--- src/rtl/ram_pkg.sv ---
// ram_pkg: shared state type and depth helper for the synchronous data RAM
package ram_pkg;
  typedef enum logic {RAM_IDLE, RAM_CLEAR} ram_state_t;
  function automatic int ram_depth(input int size_log);
    return 1 << size_log;
  endfunction
endpackage

--- src/rtl/ram_sync_if.sv ---
// ram_sync_if: request/response bus between address decode and the data RAM
interface ram_sync_if #(parameter int WORD = 1, parameter int SIZE_LOG = 8);
  logic                read;
  logic                write;
  logic                clear;
  logic [SIZE_LOG-1:0] address;
  logic [WORD-1:0]     data_in;
  logic [WORD-1:0]     write_mask;
  logic [WORD-1:0]     data_out;
  logic                rd_valid;
  logic                busy;
  modport master (output read, write, clear, address, data_in, write_mask, input data_out, rd_valid, busy);
  modport slave  (input read, write, clear, address, data_in, write_mask, output data_out, rd_valid, busy);
endinterface

--- src/rtl/ram_sync_array.sv ---
// ram_sync_array: masked-write storage with a registered write-first read port
module ram_sync_array
  import ram_pkg::*;
#(
  parameter int WORD     = 1,
  parameter int SIZE_LOG = 8
) (
  input  logic                clk,
  input  logic                rst,
  input  logic                we,
  input  logic                re,
  input  logic [SIZE_LOG-1:0] waddr,
  input  logic [SIZE_LOG-1:0] raddr,
  input  logic [WORD-1:0]     wdata,
  input  logic [WORD-1:0]     wmask,
  output logic [WORD-1:0]     rdata
);
  localparam int DEPTH = ram_depth(SIZE_LOG);
  logic [WORD-1:0] mem [DEPTH];
  logic [WORD-1:0] merged;
  assign merged = (mem[waddr] & ~wmask) | (wdata & wmask);
  // storage has no reset; only the read register does
  always_ff @(posedge clk)
    if (we) mem[waddr] <= merged;
  always_ff @(posedge clk or posedge rst)
    if (rst) rdata <= '0;
    else if (re) rdata <= (we && waddr == raddr) ? merged : mem[raddr];
endmodule

--- src/rtl/ram_sync.sv ---
// ram_sync: clocked data RAM with masked writes, 1-cycle reads and a zero-clear sweep
module ram_sync
  import ram_pkg::*;
#(
  parameter int WORD          = 1,
  parameter int SIZE_LOG      = 8,
  parameter bit INIT_ON_RESET = 1'b1
) (
  input logic      clk,
  input logic      rst,
  ram_sync_if.slave bus
);
  ram_state_t state, state_n;
  logic [SIZE_LOG-1:0] cnt;
  logic idle, last, take, we, re;
  always_comb begin
    idle    = state == RAM_IDLE;
    last    = &cnt;
    take    = !rst && idle && !bus.clear;
    we      = (!rst && !idle) || (take && bus.write);
    re      = take && bus.read;
    state_n = idle ? (bus.clear ? RAM_CLEAR : RAM_IDLE) : (last ? RAM_IDLE : RAM_CLEAR);
  end
  // cnt sits at 0 whenever idle, so a new sweep always starts at address 0
  always_ff @(posedge clk or posedge rst)
    if (rst) begin
      state        <= INIT_ON_RESET ? RAM_CLEAR : RAM_IDLE;
      cnt          <= '0;
      bus.rd_valid <= 1'b0;
    end else begin
      state        <= state_n;
      cnt          <= (idle || last) ? '0 : cnt + 1'b1;
      bus.rd_valid <= re;
    end
  assign bus.busy = !idle;
  ram_sync_array #(.WORD(WORD), .SIZE_LOG(SIZE_LOG)) u_array (
    .clk   (clk),
    .rst   (rst),
    .we    (we),
    .re    (re),
    .waddr (idle ? bus.address : cnt),
    .raddr (bus.address),
    .wdata (idle ? bus.data_in : {WORD{1'b0}}),
    .wmask (idle ? bus.write_mask : {WORD{1'b1}}),
    .rdata (bus.data_out)
  );
endmodule
--- src/flat_wrapper.sv ---
// flat-port wrapper written by rule: the top's interface ports become plain ports
module ram_sync_flat import ram_pkg::*;
#(
  parameter int WORD          = 1,
  parameter int SIZE_LOG      = 8,
  parameter bit INIT_ON_RESET = 1'b1
)
  (clk, rst, bus_read, bus_write, bus_clear, bus_address, bus_data_in, bus_write_mask, bus_data_out, bus_rd_valid, bus_busy);
  ram_sync_if #(.WORD(WORD), .SIZE_LOG(SIZE_LOG)) bus_i ();
  input logic clk;
  input logic rst;
  input wire logic [$bits(bus_i.read)-1:0] bus_read;
  input wire logic [$bits(bus_i.write)-1:0] bus_write;
  input wire logic [$bits(bus_i.clear)-1:0] bus_clear;
  input wire logic [$bits(bus_i.address)-1:0] bus_address;
  input wire logic [$bits(bus_i.data_in)-1:0] bus_data_in;
  input wire logic [$bits(bus_i.write_mask)-1:0] bus_write_mask;
  output wire logic [$bits(bus_i.data_out)-1:0] bus_data_out;
  output wire logic [$bits(bus_i.rd_valid)-1:0] bus_rd_valid;
  output wire logic [$bits(bus_i.busy)-1:0] bus_busy;
  assign bus_i.read = bus_read;
  assign bus_i.write = bus_write;
  assign bus_i.clear = bus_clear;
  assign bus_i.address = bus_address;
  assign bus_i.data_in = bus_data_in;
  assign bus_i.write_mask = bus_write_mask;
  assign bus_data_out = bus_i.data_out;
  assign bus_rd_valid = bus_i.rd_valid;
  assign bus_busy = bus_i.busy;
  ram_sync #(.WORD(WORD), .SIZE_LOG(SIZE_LOG), .INIT_ON_RESET(INIT_ON_RESET)) u_core (.clk(clk), .rst(rst), .bus(bus_i));
endmodule
--- config.mk ---
export PLATFORM = sky130hd
export DESIGN_NAME = ram_sync_flat
export DESIGN_NICKNAME = d
export VERILOG_FILES = /design/src/rtl/ram_pkg.sv /design/src/rtl/ram_sync_if.sv /design/src/rtl/ram_sync_array.sv /design/src/rtl/ram_sync.sv /design/src/flat_wrapper.sv
export SDC_FILE = /design/constraint.sdc
export NUM_CORES = 1
export LEC_CHECK = 0
export CELL_PAD_IN_SITES_DETAIL_PLACEMENT = 1
export CELL_PAD_IN_SITES_GLOBAL_PLACEMENT = 1
export CORE_AREA = 4 4 148 207
export DETAILED_ROUTE_END_ITERATION = 12
export DIE_AREA = 0 0 152 211
export PLACE_DENSITY = 0.77
export SETUP_SLACK_MARGIN = 0.4
export SLEW_MARGIN = 20
export SYNTH_ARGS = -nofsm -noshare
export SYNTH_HDL_FRONTEND = slang
export SYNTH_SLANG_ARGS = --single-unit
--- constraint.sdc ---
create_clock -name clk -period 8.85 [get_ports clk]
set_input_delay 1.77 -clock clk [delete_from_list [all_inputs] [get_ports clk]]
set_output_delay 1.77 -clock clk [all_outputs]
set_load 0.005 [all_outputs]
# Word-level counts from Yosys, hierarchy flattened
# Memories as Yosys holds them, arrays and structs flattened. A register that Yosys moved wholly into a read port is not among the register bits.
# Index checks and enable logic that the tools add are counted.
dict set report word_totals {
  memories 1
  word_cells 29
  out_inout_bits 3
  in_bits 15
  register_bits 10
  mem_bits_rw 256
}
dict set report op_classes {
  reduce_logical 10
  muxes 9
  bitwise 5
  add_sub_neg 1
}
# memory words width rd rd_ports_with_merged_regs write_ports line
set memory_table {}
lappend memory_table {u_core.u_array.mem 256 1 2 1 1 ram_sync_array.sv:19} ;# logic [WORD-1:0] mem [DEPTH];
# cell n
set ops {}
lappend ops {{8-bit 2-to-1 mux} 2}
lappend ops {{8-bit by 1-bit adder with 8-bit output, second input constant} 1}
lappend ops {{8-bit AND reduction} 1}
lappend ops {{1-bit 2-to-1 mux} 7}
lappend ops {{1-bit logical AND} 5}
lappend ops {{1-bit bitwise AND} 2}
lappend ops {{1-bit logical NOT} 2}
lappend ops {{1-bit logical OR} 2}
lappend ops {{1-bit NOT} 2}
lappend ops {{1-bit OR} 1}

# Depth between registers and ports, before layout
dict set report depth {
  ltp_word 7
  ltp_mapped 12
  ltp_nobuf 8
}

# By module
# Synthesis repeated with hierarchy kept, for this count alone.
dict set report unflattened {
  cells_unflattened 1073
  area_unflattened_um2 14164.8
}
# mod instances cells_per_inst seq_area_each_um2 area_per_inst_um2
set by_module_without_submodules {}
lappend by_module_without_submodules {ram_sync_array 1 1014 7712.4 13590.5}
lappend by_module_without_submodules {ram_sync 1 59 251.5 574.3}

# Least setup slack after synthesis
# OpenSTA, ideal clock, no wires.
dict set report synth_path {
  kind {input -> register}
  start {in bus_address[0]}
  end {mem u_core.u_array.mem[0] (data pin)}
  slack_ps 1163
  t_required_ps 7977
  arrival_time_ps 6815
  setup_time_ps 873
  path_stages 12
  path_buffers 4
  cell_sequence {buf_2 buf_4 mux2i_1 clkbuf_1 buf_1 nand2_1 a311oi_1 nand4_1 o2111ai_1 nor3_1 nand4_1 and2_1}
}
dict set report synth_between {
  elab_chain_len 4
}
# element line
set synth_rtl {}
lappend synth_rtl {{from (decl)} flat_wrapper.sv:15} ;# input wire logic [$bits(bus_i.address)-1:0] bus_address;
lappend synth_rtl {{8-bit 2-to-1 mux} ram_sync.sv:41} ;# .waddr (idle ? bus.address : cnt),
lappend synth_rtl {{memory 256 x 1 bit} -}
lappend synth_rtl {{1-bit bitwise AND} ram_sync_array.sv:21} ;# assign merged = (mem[waddr] & ~wmask) | (wdata & wmask);
lappend synth_rtl {{1-bit OR} ram_sync_array.sv:21}
lappend synth_rtl {{named net u_core.u_array.merged} ram_sync_array.sv:20} ;# logic [WORD-1:0] merged;
lappend synth_rtl {{to (decl)} ram_sync_array.sv:19}
# The timed path passes the listed nets, and every way through them passes these cells.

# Worst setup path in the final report
dict set report layout_path {
  start {in bus_address[4]}
  end {mem u_core.u_array.mem[71] (data pin)}
}
# Same word-level chain as after synthesis.

==> run summary <==
RUN STATUS
---------------------------------------------------------------------------------
Status                                                                  completed

FLOORPLANNING
---------------------------------------------------------------------------------
Num ports                                                                      18
Initial cell density of the core                                            49.0%
Core area                                                               28900 um2
Horiz. Die Dim                                                             152 um
Height of the die                                                          211 um
Count of standard-cell rows                                                    74
Die area                                                                32100 um2

GLOBAL ROUTING
---------------------------------------------------------------------------------
Global-route congestion overflow total                                          0
Number of global-route vias before repair                                   11.0k
Number of antenna violations at the first check in global routing               1
Pin count of the biggest net entering global routing                          127
Global-route usage over all layers                                          28.5%
Global-route wire length before repair                                   69100 um

ROUTING
---------------------------------------------------------------------------------
Mean number of vias per cell                                                 6.59
M1 WL                                                                    16800 um
Post-detailed-route wirelength per cell                                   29.0 um
Routed via count                                                            10.4k
Final routed wirelength across all metal layers                          45700 um
DRC viols                                                                       0
Met2 wirelength from detailed routing                                    22700 um
Number of DRC markers after the initial detailed-route iteration             1079
DRT antenna net count                                                           0
Routed met3 length                                                        3360 um
DR top layer                                                                 met5
DR pass1 iterations                                                             5

STA
---------------------------------------------------------------------------------
Final TNS setup                                                              0 ps
Period utilization                                                          71.4%
Post-route clock skew                                                     9.80 ps
Slew at the pin with the worst max-slew slack                             1210 ps
Max-Slew Margin vs Limit                                                    19.4%
Max-slew violations                                                             0
Count of endpoints failing hold in the final timing report                      0
Max Freq                                                                  158 MHz
Worst-case setup margin in the final layout                               2530 ps
Unrepaired setup endpoints after global routing                                no
Number of endpoints failing setup at the final stage                            0
Final worst path period need                                              6320 ps

YOSYS
---------------------------------------------------------------------------------
Sequential-to-total area share from yosys stat                              56.3%
Largest area contributor in the netlist                              sky130_fd_sc_hd__edfxtp_1
Fraction of registers with async set or reset after synthesis               4.12%
Count of cell types in the netlist                                             59
Synthesized instance count                                                   1199
Mean instance size in the synthesized netlist                            11.8 um2
Area fraction in and, or, nand and nor cells after synthesis                17.9%
Post-synth top flop                                                  sky130_fd_sc_hd__edfxtp_1
Synth Area in Compound Gates                                                3.91%
Total of flip-flops plus latches after synthesis                              267
Yosys synthesis warning count                                                   0
Portion of synthesized cell area occupied by the leading cell type          54.3%
Portion of netlist area occupied by mux cells                               18.2%
Combinational family with the most area after synthesis              multiplexers
Post-synthesis xor/xnor area fraction                                      0.371%
Adder and majority cell fraction of the synthesized area                  0.0884%
Synth Net Count                                                              1215
Synthesized cell area                                                   14100 um2
Number of flops mapped to enable cells by yosys                               256
Most area-consuming cells after synthesis                            sky130_fd_sc_hd__edfxtp_1 (54%), sky130_fd_sc_hd__mux4_2 (14%), sky130_fd_sc_hd__nor2_1 (7.5%), sky130_fd_sc_hd__nand2_1 (4.7%), sky130_fd_sc_hd__mux2i_1 (3.5%)

CRITICAL PATH
---------------------------------------------------------------------------------
Launching point of the worst reg2reg path                            u_core.bus.busy
Type of the worst setup path                                         input pin to flip-flop
Maximum fanout along the worst path                                            77
Req. time, crit path                                                      9100 ps
Worst setup path startpoint                                          bus_address[4]
Critical path capture point type                                        flip-flop
Worst path arrival time                                                   6570 ps
Worst Setup Start Kind                                                  input pin

PWR
---------------------------------------------------------------------------------
Share of power burned in combinational logic                                 3.8%
Power density over the cells                                           167 nW/um2
P_leak                                                                    5.21 nW
Internal power                                                            2.05 mW
Peak supply drop                                                       0.000126 V
Clock Power Share                                                           43.7%
Share of total power consumed by net switching                              20.9%
Net load switching power                                                 0.542 mW
Overall power                                                             2.60 mW
Sequential fraction of design power                                         52.5%

CTS
---------------------------------------------------------------------------------
Cells resized by post-CTS repair                                                0
Clock latency on the worst-skew pair                                       550 ps
Clock Tree Buf Depth                                                            3
CTS root buf                                                         sky130_fd_sc_hd__clkbuf_16
TritonCTS clock tree                                                          yes
Sinks on the clock net                                                        267
Inserted Clock Buffers                                                         27
Number of post-CTS setup repair buffers                                         0
Hold-fix buffer count after cts                                                 0
Number of H-tree branching levels                                               1
Clock slew at reported path FFs                                             60 ps

CELLS AND AREA
---------------------------------------------------------------------------------
Total inserted antenna cells                                                    0
Layout overhead on the synthesized area                                     9.60%
Final core utilization                                                      53.7%
Ratio of cells with drive above 1 in the final layout                       15.0%
Commonest non-fill, non-tap cells in the layout                      sky130_fd_sc_hd__nor2_1 (282), sky130_fd_sc_hd__edfxtp_1 (256), sky130_fd_sc_hd__nand2_1 (171), sky130_fd_sc_hd__mux4_2 (88), sky130_fd_sc_hd__nand3_1 (77)
Final cell area excluding filler cells                                  15500 um2
Nets@finish                                                                  1190
Most common cell after layout, fill and taps aside                   sky130_fd_sc_hd__nor2_1

PLACE
---------------------------------------------------------------------------------
Post-Place Setup Slack                                                    1990 ps
Placer congestion estimate                                                  0.896
HPWL Detailed                                                            28300 um
Post-DP Area                                                            14600 um2
Count of port buffers added during placement                                   17

WORST HOLD PATH
---------------------------------------------------------------------------------
Type of the most critical hold path                                  flip-flop to flip-flop
Hold path startpoint                                                 u_core.cnt[0]

FLOW RUN
---------------------------------------------------------------------------------
Number of max-cap violations                                                    0

-- cells in the mapped netlist, types with 4 or more instances --
| cell | number |
|---|---|
| sky130_fd_sc_hd__and3b_1 | 6 |
| sky130_fd_sc_hd__nor3b_1 | 5 |
| sky130_fd_sc_hd__nor3_1 | 9 |
| sky130_fd_sc_hd__dfrtp_1 | 10 |
| sky130_fd_sc_hd__o21ai_1 | 8 |
| sky130_fd_sc_hd__xor2_1 | 5 |
| sky130_fd_sc_hd__nand2b_1 | 4 |
| sky130_fd_sc_hd__buf_4 | 8 |
| sky130_fd_sc_hd__mux2_2 | 7 |
| sky130_fd_sc_hd__a31oi_1 | 4 |
| sky130_fd_sc_hd__and2_1 | 4 |
| sky130_fd_sc_hd__nor2_1 | 282 |
| sky130_fd_sc_hd__mux2i_1 | 49 |
| sky130_fd_sc_hd__buf_1 | 11 |
| sky130_fd_sc_hd__a32oi_1 | 7 |
| sky130_fd_sc_hd__o2111ai_1 | 5 |
| sky130_fd_sc_hd__o22ai_1 | 9 |
| sky130_fd_sc_hd__nand2_1 | 177 |
| sky130_fd_sc_hd__clkbuf_1 | 62 |
| sky130_fd_sc_hd__edfxtp_1 | 256 |
| sky130_fd_sc_hd__mux4_2 | 88 |
| sky130_fd_sc_hd__nand3_1 | 77 |
| sky130_fd_sc_hd__and3_1 | 5 |
| sky130_fd_sc_hd__buf_2 | 18 |
| sky130_fd_sc_hd__nand4_1 | 15 |
| sky130_fd_sc_hd__inv_1 | 4 |
| sky130_fd_sc_hd__a21oi_1 | 6 |
| sky130_fd_sc_hd__o21ai_0 | 5 |
| sky130_fd_sc_hd__a311oi_1 | 9 |
-- worst max-delay path, stage by stage --
cell and delay [ps]:
sky130_fd_sc_hd__clkdlybuf4s50_1 1260, sky130_fd_sc_hd__nor3b_1 380, sky130_fd_sc_hd__or2_0 420, sky130_fd_sc_hd__nand2_1 480, sky130_fd_sc_hd__a31oi_1 390, sky130_fd_sc_hd__nor4_1 130, sky130_fd_sc_hd__nand4_1 140, sky130_fd_sc_hd__and2_4 520
sky130_fd_sc_hd__buf_16 340, sky130_fd_sc_hd__buf_4 610
-- cell families after synthesis --
logic type,count (synthesis)
buf+inv,104
compound gates,74
fa+ha+maj,1
mux,146
simple gates,601
xor+xnor,6
flops,267
-- worst paths after layout --
kind / to / cells after the start / slack, ps
worst min register to register: u_core.cnt[0] / 1 / 600
worst min-delay path: u_core.cnt[0] / 1 / 600
worst max-delay path: u_core.u_array.mem[71] / 10 / 2530
max in group asynchronous: u_core.bus.busy / 2 / 6890
min in group asynchronous: u_core.cnt[6] / 2 / 1600
worst max register to register: u_core.u_array.mem[71] / 12 / 3470
-- sequential cells by signal (all words and copies together), names as in the netlist --
register,count
u_core.bus.busy,1
u_core.bus.rd_valid,1
u_core.cnt,8
u_core.u_array.mem,256
u_core.u_array.rdata,1
-- through the flow --
| stage | std cells | hold slack, ps |
|---|---|---|
| 2_1_floorplan | 1199 | 480 |
| 3_3_place_gp | 1524 | 586 |
| 3_5_place_dp | 1524 | 600 |
| 4_1_cts | 1572 | 603 |
| 5_1_grt | 1573 | 641 |
| 6_report | 1573 | 605 |
-- power by group through the flow --
stage	combinational (mW)	sequential, mW	clock, mW
final	0.0984	1.36	1.13
after global placement	0.0969	1.39	0
after CTS	0.0975	1.36	1.14
after detailed placement	0.0973	1.39	0
after global routing	0.102	1.36	1.20
after floorplan	0.0664	1.39	0
-- layer usage --
layer	track usage (%)	up-vias
met2	48.6	465
met5	0	-
met1	35.5	5354
li1	-	4381
met3	4.12	158
met4	14.8	2
-- area by class of cell --
class,count,area (um2)
Fill cell,3021,13400
Sequential cell,267,7960
Multi-Input combinational cell,828,5780
Clock buffer,35,706
Tap cell,380,475
Timing Repair Buffer,46,428
Clock inverter,13,134
Inverter,4,15.0
No activity file was read; power rests on OpenSTA's default activity.
